### src/rtl/synth_pkg.sv
// rtl/synth_pkg.sv - shared constants, envelope state type and pitch helper for note_synth
// Purpose: semitone half-period table (C3..B3 at a 6.25 MHz tone tick),
//          envelope state encoding, note count and the note-index -> half-period lookup.
// Ports:   none (package).
package synth_pkg;

  localparam int NUM_NOTES = 27;

  typedef enum logic [1:0] {
    IDLE    = 2'd0,
    ATTACK  = 2'd1,
    SUSTAIN = 2'd2,
    RELEASE = 2'd3
  } env_state_t;

  localparam logic [15:0] HALF_PERIOD [0:11] = '{
    16'd23890, 16'd22549, 16'd21284, 16'd20089, 16'd18961, 16'd17897,
    16'd16892, 16'd15944, 16'd15050, 16'd14205, 16'd13408, 16'd12655
  };

  // Each octave above C3 halves the period, so the third-octave table is shifted.
  function automatic logic [15:0] half_period_of(input logic [4:0] idx);
    logic [3:0] semi;
    logic [1:0] oct;
    if (idx >= 5'd24) begin
      semi = 4'(idx - 5'd24);
      oct  = 2'd2;
    end else if (idx >= 5'd12) begin
      semi = 4'(idx - 5'd12);
      oct  = 2'd1;
    end else begin
      semi = idx[3:0];
      oct  = 2'd0;
    end
    return HALF_PERIOD[semi] >> oct;
  endfunction

endpackage

### src/rtl/note_prio_enc.sv
// rtl/note_prio_enc.sv - 27-to-5 highest-set-bit priority encoder
// Purpose: picks the highest requested note and flags whether any note is requested.
// Ports:   note_bits [26:0] in  - registered note request vector
//          sel       [4:0]  out - index of highest set bit (0 when none set)
//          any              out - OR of all request bits
module note_prio_enc
  import synth_pkg::*;
(
  input  logic [NUM_NOTES-1:0] note_bits,
  output logic [4:0]           sel,
  output logic                 any
);

  // Ascending scan: a later (higher) set bit overwrites a lower one.
  always_comb begin
    sel = '0;
    for (int i = 0; i < NUM_NOTES; i++) begin
      if (note_bits[i]) sel = 5'(i);
    end
  end

  assign any = |note_bits;

endmodule

### src/rtl/note_synth.sv
// rtl/note_synth.sv - monophonic PWM note synthesiser with attack/sustain/release envelope
// Purpose: highest requested note sets the pitch; envelope sets the PWM amplitude.
//          Optional macro NOTE_SYNTH_LEGATO_EN: pitch change during ATTACK/SUSTAIN keeps
//          volume and state; without it such a change retriggers the attack from 0.
// Ports:   clk              in  - system clock
//          reset            in  - asynchronous active-low reset
//          note      [26:0] in  - note request vector (bit 0 = C3, bit 26 = D5)
//          audio_out        out - registered PWM audio bit
//          active_note [4:0] out - note currently sounding or releasing
//          note_valid       out - envelope is not IDLE
//          volume     [7:0] out - current envelope amplitude
module note_synth
  import synth_pkg::*;
#(
  parameter int PRESCALE     = 16,
  parameter int ENV_DIV      = 100000,
  parameter int ATTACK_STEP  = 8,
  parameter int RELEASE_STEP = 4
) (
  input  logic                 clk,
  input  logic                 reset,
  input  logic [NUM_NOTES-1:0] note,
  output logic                 audio_out,
  output logic [4:0]           active_note,
  output logic                 note_valid,
  output logic [7:0]           volume
);

`ifdef NOTE_SYNTH_LEGATO_EN
  localparam bit RETRIGGER = 1'b0;
`else
  localparam bit RETRIGGER = 1'b1;
`endif

  localparam logic [7:0] ATK = 8'(ATTACK_STEP);
  localparam logic [7:0] REL = 8'(RELEASE_STEP);

  logic [NUM_NOTES-1:0] note_q;
  logic [4:0]           sel;
  logic                 any;
  logic [31:0]          pre_cnt;
  logic [31:0]          env_cnt;
  logic [15:0]          tone_cnt;
  logic [15:0]          half_period;
  logic                 tone_phase;
  logic [7:0]           pwm_cnt;
  env_state_t           state;
  logic                 pre_tick;
  logic                 env_tick;
  logic                 pitch_change;
  logic                 retrig;
  logic [8:0]           vol_sum;
  logic [7:0]           vol_up;
  logic [7:0]           vol_dn;

  note_prio_enc u_enc (
    .note_bits (note_q),
    .sel       (sel),
    .any       (any)
  );

  assign pre_tick     = (pre_cnt == 32'(PRESCALE - 1));
  assign env_tick     = (env_cnt == 32'(ENV_DIV - 1));
  assign half_period  = half_period_of(active_note);
  // active_note loads sel on this edge, so a mismatch now is the pitch-change cycle.
  assign pitch_change = any && (sel != active_note);
  assign retrig       = RETRIGGER && pitch_change;

  assign vol_sum = {1'b0, volume} + {1'b0, ATK};
  assign vol_up  = (vol_sum >= 9'd255) ? 8'd255 : vol_sum[7:0];
  assign vol_dn  = (volume <= REL) ? 8'd0 : volume - REL;

  always_ff @(posedge clk or negedge reset) begin
    if (!reset) begin
      note_q      <= '0;
      active_note <= '0;
    end else begin
      note_q <= note;
      if (any) active_note <= sel;
    end
  end

  always_ff @(posedge clk or negedge reset) begin
    if (!reset) begin
      pre_cnt    <= '0;
      tone_cnt   <= '0;
      tone_phase <= 1'b0;
    end else begin
      pre_cnt <= pre_tick ? '0 : pre_cnt + 32'd1;
      if (pitch_change) begin
        tone_cnt   <= '0;
        tone_phase <= 1'b0;
      end else if (pre_tick) begin
        if (tone_cnt == half_period - 16'd1) begin
          tone_cnt   <= '0;
          tone_phase <= ~tone_phase;
        end else begin
          tone_cnt <= tone_cnt + 16'd1;
        end
      end
    end
  end

  // Free-running: state changes never realign the envelope step grid.
  always_ff @(posedge clk or negedge reset) begin
    if (!reset) env_cnt <= '0;
    else        env_cnt <= env_tick ? '0 : env_cnt + 32'd1;
  end

  always_ff @(posedge clk or negedge reset) begin
    if (!reset) begin
      state      <= IDLE;
      volume     <= '0;
      note_valid <= 1'b0;
    end else begin
      case (state)
        IDLE: begin
          if (any) begin
            state      <= ATTACK;
            note_valid <= 1'b1;
          end
        end
        ATTACK: begin
          if (!any) begin
            state <= RELEASE;
          end else if (retrig) begin
            volume <= '0;
          end else if (env_tick) begin
            volume <= vol_up;
            if (vol_up == 8'd255) state <= SUSTAIN;
          end
        end
        SUSTAIN: begin
          if (!any) begin
            state <= RELEASE;
          end else if (retrig) begin
            volume <= '0;
            state  <= ATTACK;
          end
        end
        RELEASE: begin
          // Re-press resumes the attack from the current level.
          if (any) begin
            state <= ATTACK;
          end else if (env_tick) begin
            volume <= vol_dn;
            if (vol_dn == 8'd0) begin
              state      <= IDLE;
              note_valid <= 1'b0;
            end
          end
        end
        default: state <= IDLE;
      endcase
    end
  end

  always_ff @(posedge clk or negedge reset) begin
    if (!reset) begin
      pwm_cnt   <= '0;
      audio_out <= 1'b0;
    end else begin
      pwm_cnt   <= pwm_cnt + 8'd1;
      audio_out <= tone_phase & (pwm_cnt < volume);
    end
  end

endmodule

### config.mk
export PLATFORM = sky130hd
export DESIGN_NAME = note_synth
export DESIGN_NICKNAME = d
export VERILOG_FILES = /design/src/rtl/synth_pkg.sv /design/src/rtl/note_prio_enc.sv /design/src/rtl/note_synth.sv
export SDC_FILE = /design/constraint.sdc
export NUM_CORES = 1
export LEC_CHECK = 0
export BUFFER_PORTS_ARGS = -buffer_cell sky130_fd_sc_hd__buf_2
export CAP_MARGIN = 20
export CORE_MARGIN = 1
export CORE_UTILIZATION = 35
export CTS_CLUSTER_DIAMETER = 200
export DETAILED_ROUTE_END_ITERATION = 10
export GPL_TIMING_DRIVEN = 0
export PLACE_DENSITY = 0.59
export SLEW_MARGIN = 20
export SYNTH_ARGS = -nofsm -noshare
export SYNTH_HDL_FRONTEND = slang
export SYNTH_HIERARCHICAL = 1
export SYNTH_SLANG_ARGS = --single-unit
### constraint.sdc
create_clock -name clk -period 6.36 [get_ports clk]
set_clock_uncertainty 0.1 [all_clocks]
set_input_delay 0.636 -clock clk [delete_from_list [all_inputs] [get_ports clk]]
set_output_delay 0.636 -clock clk [all_outputs]
set_load 0.05 [all_outputs]
* After elaboration in Yosys (flattened, before gate mapping)
Memory sizes are Yosys's and may differ from the RTL's.
Cells that the tools add are included.
Widths: inputs -> output; s select.
** Word-level totals
- Bits in registers :: 133
- Bits in read-only memories :: 256
- Bits of input ports :: 29
- Output and inout port bits :: 15
- Memories :: 1
** Cells by class
- Add/subtract/negate cells :: 9
- Order comparisons :: 6
- Equality and inequality tests :: 22
- Shifts and indexed selects :: 1
- Mux-type cells :: 66
- Bitwise gates (word level) :: 3
- Reduce and logical (&&, ||, !) cells :: 12
** Memories
- (no name shown) :: depth 16, width 16, rd ports 1, clocked after memory_dff 0, wr ports 0, RTL line synth_pkg.sv:35 : return HALF_PERIOD[semi] >> oct;
** Operator list (number)
- $mux 16 :: 5
- $mux 8 :: 9
- $add 32x1->32 const B :: 2
- $mux 32 :: 2
- $mux 5 :: 11
- $mux 4 :: 10
- $eq 32x17->1 const B :: 1
- $eq 32x4->1 const B :: 1
- $reduce_or 27->1 :: 1
- $mux 2 :: 13
- $pmux 8 s3 :: 1
- $ne 3x3->1 const B :: 7
- $add 16x1->16 const B :: 1
- $eq 16x16->1 :: 1
- $shr 16x2->16 :: 1
- $sub 16x1->16 const B :: 1
- $ne 2x2->1 const B :: 7
- $reduce_and 7->1 :: 2
- $mux 3 :: 4
- $ge 5x5->1 const B :: 2
- $add 8x4->9 const B :: 1
- $ge 9x8->1 const B :: 1
- $mux 1 :: 9
- $add 8x1->8 const B :: 1
- 21 further kinds :: 25

* Logic depth before layout (Yosys ltp)
- Depth in word-level cells :: 31
- Gate-level depth with buffers :: 17
- Mapped depth without buffers :: 15

* Cells and area by module
Netlist, hierarchy kept.
** By module, submodules not included
- note_synth :: times used 1, cells an instance 822, area an instance 7870.0 µm², seq. area each 3328.2 µm²
- note_prio_enc :: times used 1, cells an instance 53, area an instance 304.0 µm², seq. area each 0.0 µm²

* Least setup slack after synthesis
Ideal clock, no wire load.
- Kind :: reg2reg
- Start :: reg active_note[0]
- End :: reg tone_cnt[12]
- Setup time :: 0.119 ns
- Arrival time :: 4.902 ns
- Required time :: 6.141 ns
- Setup slack :: 1.239 ns
- Cell stages (with the launch flop) :: 18
- Buffers on the path :: 2
- Path through :: dfrtp_1 -> clkbuf_1 -> inv_1 -> ha_1 -> a21o_1 -> a221oi_4 -> o21ai_1 -> a311oi_1 -> a221oi_2 -> ha_1 -> xnor2_1 -> or4_1 -> nor4_1 -> o2111ai_1 -> a2111o_1 -> o31ai_4 -> buf_6 -> nor2_2
** On the way
- Cells in the longest elaborated chain, start to end :: 13
** RTL lines
- from (decl) :: RTL line note_synth.sv:24 : output logic [4:0] active_note,
- from (signal assigned) :: RTL line note_synth.sv:79 : if (any) active_note <= sel;
- $sub 4x4->4 or $ge 5x4->1 (tied branches) :: RTL line synth_pkg.sv:29, synth_pkg.sv:28
- $mux 4 :: RTL line synth_pkg.sv:28 : end else if (idx >= 5'd12) begin
- $mux 4 :: RTL line synth_pkg.sv:25 : if (idx >= 5'd24) begin
- $not 4->5 (not written as such) :: RTL line synth_pkg.sv:35
- $mem_v2 16x16
- $mux 16 (not written as such) (2 in a row) :: RTL line synth_pkg.sv:35
- $shr 16x2->16 :: RTL line synth_pkg.sv:35
- $sub 16x1->16 :: RTL line note_synth.sv:94 : if (tone_cnt == half_period - 16'd1) begin
- $eq 16x16->1 :: RTL line note_synth.sv:94
- $mux 16 :: RTL line note_synth.sv:94
- $mux 16 :: RTL line note_synth.sv:93 : end else if (pre_tick) begin
- $mux 16 :: RTL line note_synth.sv:90 : if (pitch_change) begin
- to (signal assigned) :: RTL line note_synth.sv:98 : tone_cnt <= tone_cnt + 16'd1;
- to (decl) :: RTL line note_synth.sv:43 : logic [15:0] tone_cnt;
Several ways; a longest one is shown, not always the timed one. The select of a mux whose other input is x is not followed.
A chain may end at the register's enable or synchronous reset.

* Worst setup path after layout
- Start :: reg active_note[0]
- End :: reg tone_cnt[6]
The elaborated chain is that of the path after synthesis.

==> flow_metrics.tcl <==
set metrics [dict create \
    status "finished, final reports clean" \
    port_buffers 43 \
    clockRootBuffer "clkbuf_16" \
    hp-class "input port to flip-flop" \
    synth.most_common_cell "dfrtp_1" \
    reg2reg_slack_ps 450 \
    synth.area.top_cells "dfrtp_1 (41%), xnor2_1 (7.0%), xor2_1 (4.1%)" \
    cts_tree "yes" \
    rr_startpoint "active_note[0]" \
    gp_congestion 0.9404 \
    grt.total_usage 0.1736 \
    hold_ws_ps 200.9 \
    syn_nets 929 \
    rsz0062_at_grt "no" \
    grt_pass1_wl_um 33250 \
    yosysTopAreaCell "dfrtp_1" \
    antenna_left 0 \
    swShare 0.3027 \
    routedWlPerCell_um 15.43 \
    synthToLayoutAreaGrowth_pct 15.44 \
    synth_commonest_cells "dfrtp_1 (133), nand2_1 (71), nor2_1 (67)" \
    p_total_uw 2210 \
    htree_levels 4 \
    die_h_um 154.8 \
    ys_seq_elements 133 \
    synth_edf_count 0 \
    synthCells 875 \
    start_kind "flip-flop" \
    dp_cells 1232 \
    setup_viol 0 \
    required_ps 6570 \
    p_comb_frac 0.148 \
    post_cts_buffers 0 \
    syn-cell-area_sq_mm 0.008174 \
    pin_count 44 \
    cap_violations 0 \
    syn_avg_cell_area_sq_um 9.342 \
    p_sw_uw 669.1 \
    internal_power_uw 1541 \
    finalCritPeriodShare 0.9295 \
    cts_resized 0 \
    instances_no_fill 1265 \
    grt_pass1_vias 6595 \
    async_flop_share 1.000 \
    yosysUniqueCellTypes 93 \
    row_count 55 \
    grt.overflow.total 0 \
    hold_path_depth 1 \
    seq_power_share 0.397 \
    coreArea_sq_mm 0.02278 \
    p_leak_uw 0.004060 \
    worstSetupPathType "flip-flop to flip-flop" \
    drive_above_1_share 0.1345 \
    die_w_um 154.8 \
    ys.flop_type "dfrtp_1" \
    yosysTopAreaCellShare 0.4072 \
    yosysWarnings 6 \
    cp_max_fo 10 \
    arrival_ps 6120 \
    fmax_mhz 169.2 \
    worstMarginPinSlew_ps 1138 \
    postLayoutCellArea_sq_mm 0.009437 \
    drc 0 \
    vias_per_cell 5.402 \
    antenna_cells 0 \
    insertion_delay_ps 440 \
    fin_nets 993 \
    dp_hpwl_um 14240 \
    cts.sinks 133 \
    die_area_sq_mm 0.02397 \
    cts_buffer_depth 2 \
    period_needed_ps 5912 \
    hp-start "note[9]" \
    cts_buffers 17 \
    firstDrtPassIters 6 \
    worstSetupEndpointType "flip-flop" \
    start_util 0.3589 \
    relSlewSlack 0.2353 \
    yosysSeqAreaShare 0.4072 \
    peakVddDrop_v 0.0001276 \
    reg2reg_depth 17 \
    finalHoldViolations 0 \
    power.share.clock 0.455 \
    drtIter0Drc 408 \
    wl_um 19520 \
    r2r_end "tone_cnt[6]" \
    fin_setup_tns_ps 0 \
    p_per_area_mw_per_mm2 234.2 \
    placed_cell_area_sq_mm 0.008825 \
    clkTransAtPathRegs_ps 70 \
    drv_slew 0 \
    grt_max_degree 96 \
    num_vias 6833 \
    antenna_found_initial 0 \
    hold_end "note_q[9]" \
]
metal layers:
layer	GRT usage	wire, um
met1	0.2391	9396
met2	0.2640	8576
met3	0.03474	1039
met4	0.07544	505
met5	0	0
cell families (layout without fill, tap and decap cells):
logic type / count (synthesis) / after routing / synth area share
xor+xnor: 103 / 103 / 0.1104
flops: 133 / 133 / 0.4072
fa+ha+maj: 25 / 25 / 0.03827
compound gates: 181 / 181 / 0.1615
simple gates: 365 / 365 / 0.2402
mux: 10 / 10 / 0.01286
buf+inv: 58 / 135 / 0.02969
layout make-up:
type | count | area (sq um)
Fill cell | 2214 | 13340
Multi-Input combinational cell | 684 | 4609
Sequential cell | 133 | 3328
Clock buffer | 17 | 425.4
Tap cell | 313 | 391.6
Timing Repair Buffer | 45 | 262.8
Clock inverter | 15 | 176.4
Buffer | 32 | 145.1
Inverter | 26 | 97.59
layout by cell type (no fill, tap or decap), types with 22 or more instances in the layout:
master,netlist,final
a21oi_1,41,41
buf_2,7,49
dfrtp_1,133,133
ha_1,25,25
inv_1,26,26
nand2_1,71,71
nand3_1,63,63
nor2_1,67,67
nor3_1,22,22
o21ai_0,32,32
xnor2_1,65,65
xor2_1,38,38
sequential cells by signal (all words and copies together) (netlist names), 2 cells and up:
register,count
pwm_cnt,8
env_cnt,32
pre_cnt,32
active_note,5
note_q,27
state,2
tone_cnt,16
volume,8
metrics by stage:
stage | worst slack [ps] | utilization
3_5_place_dp | 479.8 | 0.3874
3_3_place_gp | 378.6 | 0.3855
4_1_cts | 474.0 | 0.4143
5_1_grt | 115.3 | 0.4143
6_report | 448.4 | 0.4143
2_1_floorplan | 1239 | -
critical path, cell delays in order, from the launching register on:
cell and delay, ps:
dfrtp_1 610, clkbuf_1 480, inv_1 290, ha_1 370
a21o_1 310, a221oi_4 460, o21ai_1 250, a311oi_1 410
a221oi_2 110, ha_1 330, xnor2_1 150, or4_1 500
nor4_1 190, o2111ai_1 160, a2111o_1 500, o31ai_4 280
buf_6 220, nor2_2 50
worst max path at each step:
| stage | from | end | slack, ps | cells past startpoint |
|---|---|---|---|---|
| 2_1_floorplan | active_note[0] | tone_cnt[12] | 1240 | 17 |
| 3_3_place_gp | active_note[0] | tone_cnt[8] | 380 | 17 |
| 3_5_place_dp | active_note[0] | tone_cnt[10] | 480 | 17 |
| 4_1_cts | active_note[0] | tone_cnt[6] | 470 | 17 |
| 5_1_grt | active_note[0] | tone_cnt[13] | 120 | 17 |
| 6_report | active_note[0] | tone_cnt[6] | 450 | 17 |
timing repair:
item	4_1_cts	5_1_grt
endpoints found under the hold margin	38	0
hold buffers	1	0
endpoints found under the setup margin	0	0
power by group through the flow:
stage / registers, uW / clock network, uW / logic (uW)
global placement: 894 / 0 / 321
global route: 881 / 1060 / 362
detailed placement: 894 / 0 / 323
floorplan: 904 / 0 / 218
CTS: 878 / 1030 / 325
finish: 879 / 1010 / 326
No activity file was read; power rests on OpenSTA's default activity.
